==> config.mk <==
export PLATFORM = sky130hd
export DESIGN_NAME = alu_serial_seq_flat
export DESIGN_NICKNAME = d
export VERILOG_FILES = /design/src/rtl/alu_serial_seq_if.sv /design/src/rtl/alu_serial_seq.sv /design/src/flat_wrapper.sv
export SDC_FILE = /design/constraint.sdc
export NUM_CORES = 1
export LEC_CHECK = 0
export CAP_MARGIN = 25
export CORE_ASPECT_RATIO = 0.8
export CORE_MARGIN = 2
export CORE_UTILIZATION = 50
export CTS_BUF_LIST = sky130_fd_sc_hd__clkbuf_8
export CTS_CLUSTER_SIZE = 8
export DETAILED_ROUTE_END_ITERATION = 10
export PLACE_DENSITY = 0.77
export SLEW_MARGIN = 20
export SYNTH_ARGS = -nofsm -noshare
export SYNTH_HDL_FRONTEND = slang
export SYNTH_SLANG_ARGS = --single-unit
==> constraint.sdc <==
create_clock -name clk_i -period 3.4 [get_ports clk_i]
set_input_delay 0.68 -clock clk_i [delete_from_list [all_inputs] [get_ports clk_i]]
set_output_delay 0.68 -clock clk_i [all_outputs]
set_load 0.02 [all_outputs]
==> src/rtl/alu_serial_seq_if.sv <==
// Request/response bundle between a requester and the bit-serial ALU sequencer.
interface alu_serial_seq_if #(parameter int unsigned WIDTH = 32);
  logic             valid_i;
  logic             ready_o;
  logic [WIDTH-1:0] a_i;
  logic [WIDTH-1:0] b_i;
  logic             invert_i;
  logic [2:0]       operacion_i;
  logic             valid_o;
  logic [WIDTH-1:0] resultado_o;
  logic             zero_o;
  logic             carry_o;
  logic             overflow_o;

  modport master (
    output valid_i, a_i, b_i, invert_i, operacion_i,
    input  ready_o, valid_o, resultado_o, zero_o, carry_o, overflow_o
  );

  modport slave (
    input  valid_i, a_i, b_i, invert_i, operacion_i,
    output ready_o, valid_o, resultado_o, zero_o, carry_o, overflow_o
  );
endinterface

==> src/rtl/alu_serial_seq.sv <==
// Bit-serial ALU sequencer: one operand bit per clock through a single slice, LSB first.
// Optional signed-overflow output enabled by defining ALU_SERIAL_OVF_EN.
module alu_serial_seq #(
  parameter int unsigned WIDTH = 32
) (
  input logic            clk_i,
  input logic            rst_ni,
  alu_serial_seq_if.slave bus
);
  localparam int unsigned CW = (WIDTH > 1) ? $clog2(WIDTH) : 1;

  typedef enum logic [1:0] {IDLE, RUN, DONE} state_e;
  typedef enum logic [2:0] {
    OP_AND = 3'b000,
    OP_OR  = 3'b001,
    OP_ADD = 3'b010,
    OP_SLT = 3'b011,
    OP_XOR = 3'b100
  } op_e;

  state_e           state, state_nxt;
  logic [WIDTH-1:0] a_q, b_q, acc_q, res_q;
  logic [2:0]       op_q;
  logic             inv_q, carry_q, zero_q, cout_q;
  logic [CW-1:0]    cnt_q;

  logic             last, a_bit, b_bit, sum, cout, sel, arith;
  logic [WIDTH-1:0] acc_nxt, res_fin;

  always_comb begin
    last    = (cnt_q == CW'(WIDTH - 1));
    a_bit   = a_q[0];
    b_bit   = b_q[0] ^ inv_q;
    sum     = a_bit ^ b_bit ^ carry_q;
    cout    = (a_bit & b_bit) | (carry_q & (a_bit ^ b_bit));
    arith   = (op_q == OP_ADD) || (op_q == OP_SLT);
    sel     = 1'b0;
    case (op_q)
      OP_AND:  sel = a_bit & b_bit;
      OP_OR:   sel = a_bit | b_bit;
      OP_ADD:  sel = sum;
      OP_SLT:  sel = sum;
      OP_XOR:  sel = a_bit ^ b_bit;
      default: sel = 1'b0;
    endcase
    acc_nxt = {sel, acc_q[WIDTH-1:1]};
    res_fin = acc_nxt;
    // SLT keeps only the sign of A-B, which is the sum bit of the final (MSB) cycle.
    if (op_q == OP_SLT) begin
      res_fin    = '0;
      res_fin[0] = sum;
    end
  end

  always_ff @(posedge clk_i or negedge rst_ni) begin
    if (!rst_ni) state <= IDLE;
    else         state <= state_nxt;
  end

  always_comb begin
    state_nxt = state;
    case (state)
      IDLE:    if (bus.valid_i) state_nxt = RUN;
      RUN:     if (last) state_nxt = DONE;
      DONE:    state_nxt = IDLE;
      default: state_nxt = IDLE;
    endcase
  end

  always_ff @(posedge clk_i or negedge rst_ni) begin
    if (!rst_ni) begin
      a_q     <= '0;
      b_q     <= '0;
      acc_q   <= '0;
      res_q   <= '0;
      op_q    <= '0;
      inv_q   <= 1'b0;
      carry_q <= 1'b0;
      zero_q  <= 1'b0;
      cout_q  <= 1'b0;
      cnt_q   <= '0;
    end else begin
      case (state)
        IDLE: begin
          if (bus.valid_i) begin
            a_q     <= bus.a_i;
            b_q     <= bus.b_i;
            op_q    <= bus.operacion_i;
            inv_q   <= bus.invert_i | (bus.operacion_i == OP_SLT);
            carry_q <= bus.invert_i | (bus.operacion_i == OP_SLT);
            acc_q   <= '0;
            cnt_q   <= '0;
          end
        end
        RUN: begin
          a_q     <= a_q >> 1;
          b_q     <= b_q >> 1;
          carry_q <= cout;
          acc_q   <= acc_nxt;
          if (!last) cnt_q <= cnt_q + CW'(1);
          if (last) begin
            res_q  <= res_fin;
            zero_q <= (res_fin == '0);
            cout_q <= arith & cout;
          end
        end
        default: ;
      endcase
    end
  end

`ifdef ALU_SERIAL_OVF_EN
  logic ovf_q;

  // In the MSB cycle carry_q is the carry into the MSB.
  always_ff @(posedge clk_i or negedge rst_ni) begin
    if (!rst_ni)                   ovf_q <= 1'b0;
    else if (state == RUN && last) ovf_q <= arith & (carry_q ^ cout);
  end

  assign bus.overflow_o = ovf_q;
`else
  assign bus.overflow_o = 1'b0;
`endif

  assign bus.ready_o     = (state == IDLE);
  assign bus.valid_o     = (state == DONE);
  assign bus.resultado_o = res_q;
  assign bus.zero_o      = zero_q;
  assign bus.carry_o     = cout_q;
endmodule

==> src/flat_wrapper.sv <==
// flat-port wrapper written by rule: the top's interface ports become plain ports
module alu_serial_seq_flat 
#(
  parameter int unsigned WIDTH = 32
)
  (clk_i, rst_ni, bus_valid_i, bus_a_i, bus_b_i, bus_invert_i, bus_operacion_i, bus_ready_o, bus_valid_o, bus_resultado_o, bus_zero_o, bus_carry_o, bus_overflow_o);
  alu_serial_seq_if #(.WIDTH(WIDTH)) bus_i ();
  input logic clk_i;
  input logic rst_ni;
  input wire logic [$bits(bus_i.valid_i)-1:0] bus_valid_i;
  input wire logic [$bits(bus_i.a_i)-1:0] bus_a_i;
  input wire logic [$bits(bus_i.b_i)-1:0] bus_b_i;
  input wire logic [$bits(bus_i.invert_i)-1:0] bus_invert_i;
  input wire logic [$bits(bus_i.operacion_i)-1:0] bus_operacion_i;
  output wire logic [$bits(bus_i.ready_o)-1:0] bus_ready_o;
  output wire logic [$bits(bus_i.valid_o)-1:0] bus_valid_o;
  output wire logic [$bits(bus_i.resultado_o)-1:0] bus_resultado_o;
  output wire logic [$bits(bus_i.zero_o)-1:0] bus_zero_o;
  output wire logic [$bits(bus_i.carry_o)-1:0] bus_carry_o;
  output wire logic [$bits(bus_i.overflow_o)-1:0] bus_overflow_o;
  assign bus_i.valid_i = bus_valid_i;
  assign bus_i.a_i = bus_a_i;
  assign bus_i.b_i = bus_b_i;
  assign bus_i.invert_i = bus_invert_i;
  assign bus_i.operacion_i = bus_operacion_i;
  assign bus_ready_o = bus_i.ready_o;
  assign bus_valid_o = bus_i.valid_o;
  assign bus_resultado_o = bus_i.resultado_o;
  assign bus_zero_o = bus_i.zero_o;
  assign bus_carry_o = bus_i.carry_o;
  assign bus_overflow_o = bus_i.overflow_o;
  alu_serial_seq #(.WIDTH(WIDTH)) u_core (.clk_i(clk_i), .rst_ni(rst_ni), .bus(bus_i));
endmodule
Word-level counts from Yosys, hierarchy flattened:

Index checks and enable logic that the tools add are counted.

* eq/ne operators: 11
* muxes and demuxes: 16
* reduce and logical (&&, ||, !) cells: 11
* bitwise gates (word level): 9
* add/sub/neg operators: 1

Operator list (count)
* one-hot mux 32 bit (2 select lines): 3
* 2-to-1 mux 32 bit: 4
* zero test 32 bit: 1
* 2-to-1 mux 5 bit: 2
* one-hot mux 5 bit (2 select lines): 1
* equality test 3 x 2 -> 1 bit, second input constant: 3
* AND reduction 2 bit: 4
* adder 5 x 1 -> 5 bit, second input constant: 1
* equality test 5 bit, second input constant: 1
* 2-to-1 mux 2 bit: 2
* inequality test 2 bit, second input constant: 2
* one-hot mux 1 bit (4 select lines): 1
* one-hot mux 2 bit (2 select lines): 1
* AND 1 bit: 3
* equality test 3 x 1 -> 1 bit, second input constant: 1
* equality test 3 bit, second input constant: 1
* zero test 3 bit: 1
* bitwise OR 1 bit: 3
* AND reduction 3 bit: 1
* bitwise XOR 1 bit: 3
* equality test 2 x 1 -> 1 bit, second input constant: 1
* equality test 2 bit, second input constant: 1
* zero test 2 bit: 1
* inequality test 2 x 1 -> 1 bit, second input constant: 1
* 5 further kinds: 5

* flip-flop bits (word level): 142
* logic and storage cells: 59
* input bits: 71
* output and inout port bits: 37

Logic depth before layout (Yosys ltp):

* depth in word-level cells: 6
* gate-level depth with buffers: 7
* mapped depth without buffers: 7

Least setup slack after synthesis:

Ideal clock, no wire load.

* kind: reg-to-reg
* from: reg u_core.inv_q
* to: reg u_core.res_q[31] (netlist: u_core.bus.resultado_o[31])
* buffers on the path: 0
* clock period less this slack: 1.887 ns
* setup slack: 1.513 ns
* arrival: 1.763 ns
* data required time: 3.275 ns
* setup time: 0.125 ns
* stages on the path, launching flop included: 7
* cell sequence: dfrtp_1 > xor2_1 > fa_1 > nor4bb_1 > a31oi_1 > o21ai_0 > mux2_2

* longest elaborated chain between the ends: 5
* elaborated cells between the ends (all ways): 7
* those cells by class: mux: 2; bitwise: 5

Ends and longest elaborated chain
* from (decl): line alu_serial_seq.sv:24 `logic inv_q, carry_q, zero_q, cout_q;`
* from (signal assigned): line alu_serial_seq.sv:89 `inv_q <= bus.invert_i | (bus.operacion_i == OP_SLT);`
* bitwise XOR 1 bit *: line alu_serial_seq.sv:33 `b_bit = b_q[0] ^ inv_q;`
* bitwise XOR 1 bit: line alu_serial_seq.sv:34, alu_serial_seq.sv:43
* bitwise XOR 1 bit: line alu_serial_seq.sv:34 `sum = a_bit ^ b_bit ^ carry_q;`
* one-hot mux 1 bit (4 select lines) *: line alu_serial_seq.sv:38 `case (op_q)`
* 2-to-1 mux 32 bit *: line alu_serial_seq.sv:49 `if (op_q == OP_SLT) begin`
* to (signal assigned): line alu_serial_seq.sv:102 `res_q <= res_fin;`
* to (decl): line alu_serial_seq.sv:22 `logic [WIDTH-1:0] a_q, b_q, acc_q, res_q;`

Every way passes the cells marked *; elsewhere a longest branch is shown, timed or not.
A chain may end at the register's enable or synchronous reset.

Final worst setup path:

* from: reg u_core.state[1]
* to: out bus_valid_o

* longest elaborated chain between the ends: 1

Ends and longest elaborated chain
* from (decl): line alu_serial_seq.sv:21 `state_e state, state_nxt;`
* from (signal assigned): line alu_serial_seq.sv:57 `else state <= state_nxt;`
* equality test 2 bit: line alu_serial_seq.sv:127 `assign bus.valid_o = (state == DONE);`
* to (decl): line flat_wrapper.sv:16 `output wire logic [$bits(bus_i.valid_o)-1:0] bus_valid_o;`

No other way between the ends.

==> impl_results.md <==
- Gr ovfl total: 0
- Total Wirelength: 12200 um
- Final min period: 2450 ps
- Synth top cells by count: dfrtp_1, nand2_1, a22o_1
- CP startpoint kind: register
- Fin crit share: 0.719
- I/O pins: 108
- Final net count: 678
- Root buf cell: clkbuf_8
- Setup violators final: 0
- DR iter-0 viols: 199
- Die W: 127 um
- Clock Skew: 8.06 ps
- RSZ-0062 raised after global routing: false
- Total power: 6.88 mW
- Setup crit end kind: output pin
- Slowest CP cell: clkdlybuf4s50_1
- Sink Count: 141
- Worst-Margin Slew: 812 ps
- Count leader, synth: dfrtp_1
- Setup TNS: 0 ps
- Setup bufs post-CTS: 0
- Antenna violations before repair: 1
- CTS Buffer Depth: 2
- Vias in the first global route: 4053
- Layout Area Growth over Synthesis: 26.1%
- Vias: 4209
- Post-Place Cell Area: 7130 um2
- Syn_nets: 582
- Worst Path Max Fanout: 9
- Drt drc: 0
- Post-DR vias/cell: 5.52
- Internal: 4.55 mW
- Synth unique cells: 40
- Fin. max-slew vios: 0
- Initial core utilization: 0.517
- CP arrival: 1770 ps
- Largest area contributor in the netlist: dfrtp_1
- Yosys reg bits: 141
- Design Area, Final: 7590 um2
- Synth top area share: 0.586
- Worst-Skew Late Latency: 430 ps
- P_sw: 2.33 mW
- Wire length per cell: 15.9 um
- Antenna-violating nets left: 0
- Site row count: 35
- Outcome: complete, no violations
- Slowest cell delay on critical path: 610 ps
- GPL Wtd Cong: 0.778
- VDD IR max: 434 uV
- Die Height: 102 um
- Post-synthesis async set-or-reset flop share: 1.00
- Total track usage: 0.199
- Post-CTS Resized: 0
- Synth warn: 0
- CTS tree: done
- CTS H-tree lvls: 4
- TritonCTS Buffers: 17
- Filler cells: 900
- Worst Path Required: 2720 ps
- First-pass detailed-route iteration total: 5
- Static leakage: 3.65 nW
- Worst hold slack: 296 ps
- Post-DP HPWL: 8060 um
- Power Density: 906 nW/um2
- Die area: 12900 um2
- Worst setup path category: reg -> out
- Sequential power share: 0.424
- PortBufs: 106
- Core Area: 11600 um2
- Mean Syn Cell Area: 11.9 um2
- Global-route wire length before repair: 20000 um
- Synthesized netlist cell count: 506
- Max-cap violations: 0
- Number of synthesized flops with an enable pin: 0
- Top post-synthesis cells by area: dfrtp_1, mux2i_1, a22o_1
- Final Core Density: 0.652
- Combinational share of power: 0.352
- Hold Fails Final Rpt: 0
- Ant diodes: 0
- Hold-fix buffers at CTS: 0
- Clock Power Share: 0.224
- FMAX: 409 MHz
- Main synth FF type: dfrtp_1
- Worst hold path type: in -> async
- CP cell instances: nor2b_1, clkdlybuf4s50_1
- Clock transition at path regs: 80 ps
- Layout cells sized above 1: 0.0846
- Largest net degree at the start of global routing: 152
- Sequential element share of the synthesized area: 0.586
- Net Sw Frac: 0.338
- Cell area after technology mapping: 6020 um2
- Slew headroom: 0.459
[power by group through the flow]
stage | Clock [mW] | Combinational [mW] | Sequential, mW
global route | 1.65 | 2.69 | 3.01
detailed placement | 0 | 2.44 | 2.94
finish | 1.54 | 2.42 | 2.92
global placement | 0 | 2.33 | 2.89
floorplan | 0 | 1.64 | 2.95
CTS | 1.57 | 2.45 | 2.92
[worst max-delay path, delay by kind of cell (launching register included)]
family	cells	cell delay [ps]
buffers and inverters	1	610
and+or+nand+nor	1	180
DFF	1	550
[through the flow]
stage,std cells,worst slack [ps]
floorplan,506,1510
global placement,731,1060
detailed placement,731,994
CTS,763,910
global route,763,866
finish,763,954
[sequential cells by signal, indices dropped and copies added (netlist names)]
signal                  count
u_core.bus.zero_o           1
u_core.a_q                 32
u_core.state                2
u_core.inv_q                1
u_core.acc_q               31
u_core.bus.carry_o          1
u_core.op_q                 3
u_core.carry_q              1
u_core.bus.resultado_o     32
u_core.b_q                 32
u_core.cnt_q                5
[cell families (layout without fill, tap and decap cells)]
family,count (synthesis),after routing,synth area share
xor gates and xnor gates,3,3,0.00437
and+or+nand+nor,100,100,0.0777
buffers and inverters,43,152,0.0407
adders and majority gates,5,5,0.0116
DFF,141,141,0.586
muxes,64,64,0.107
AOI/OAI and AO/OA,149,149,0.171
other,1,1,0.000623
[cell usage in the layout, fill, tap and decap left out, drive strengths merged, types with 6 or more instances in the layout]
master         count
mux2i             60
clkdlybuf4s50    105
clkbuf            20
dfrtp            141
nand2             68
inv                9
nor2b              9
buf                8
o21ai             68
nor4               6
nor2               6
a22o              65
[layout make-up]
class	count	area [um2]	area share
Timing Repair Buffer	113	1130	0.148
Clock buffer	20	275	0.0362
Tap cell	148	185	0.0244
Clock inverter	12	193	0.0254
Sequential cell	141	3530	0.465
Inverter	7	26.3	0.00346
Multi-Input combinational cell	322	2260	0.297
[final timing paths]
| path | slack [ps] | to | from | cells past startpoint |
|---|---|---|---|---|
| setup / recovery | 950 | bus_valid_o | u_core.state[1]$_DFFE_PN0P_ | 2 |
| hold / removal | 300 | u_core.bus.carry_o$_DFFE_PN0P_ | rst_ni | 1 |
| setup reg to reg | 1340 | u_core.bus.resultado_o[31]$_DFFE_PN0P_ | u_core.b_q[0]$_DFFE_PN0P_ | 6 |
| hold reg to reg | 480 | u_core.b_q[2]$_DFFE_PN0P_ | u_core.b_q[2]$_DFFE_PN0P_ | 2 |
| max in group asynchronous | 2200 | u_core.b_q[2]$_DFFE_PN0P_ | rst_ni | 2 |
| min in group clk_i | 480 | u_core.b_q[2]$_DFFE_PN0P_ | u_core.b_q[2]$_DFFE_PN0P_ | 2 |
[layer usage]
| layer | GRT usage | vias up | routed length [um] |
|---|---|---|---|
| met4 | 0.0888 | 2 | 185 |
| met5 | 0 | - | 13 |
| met3 | 0.0592 | 17 | 764 |
| met2 | 0.306 | 101 | 5680 |
| li1 | - | 2013 | - |
| met1 | 0.267 | 2076 | 5520 |
Note: power is estimated with default switching activity, not from simulation.
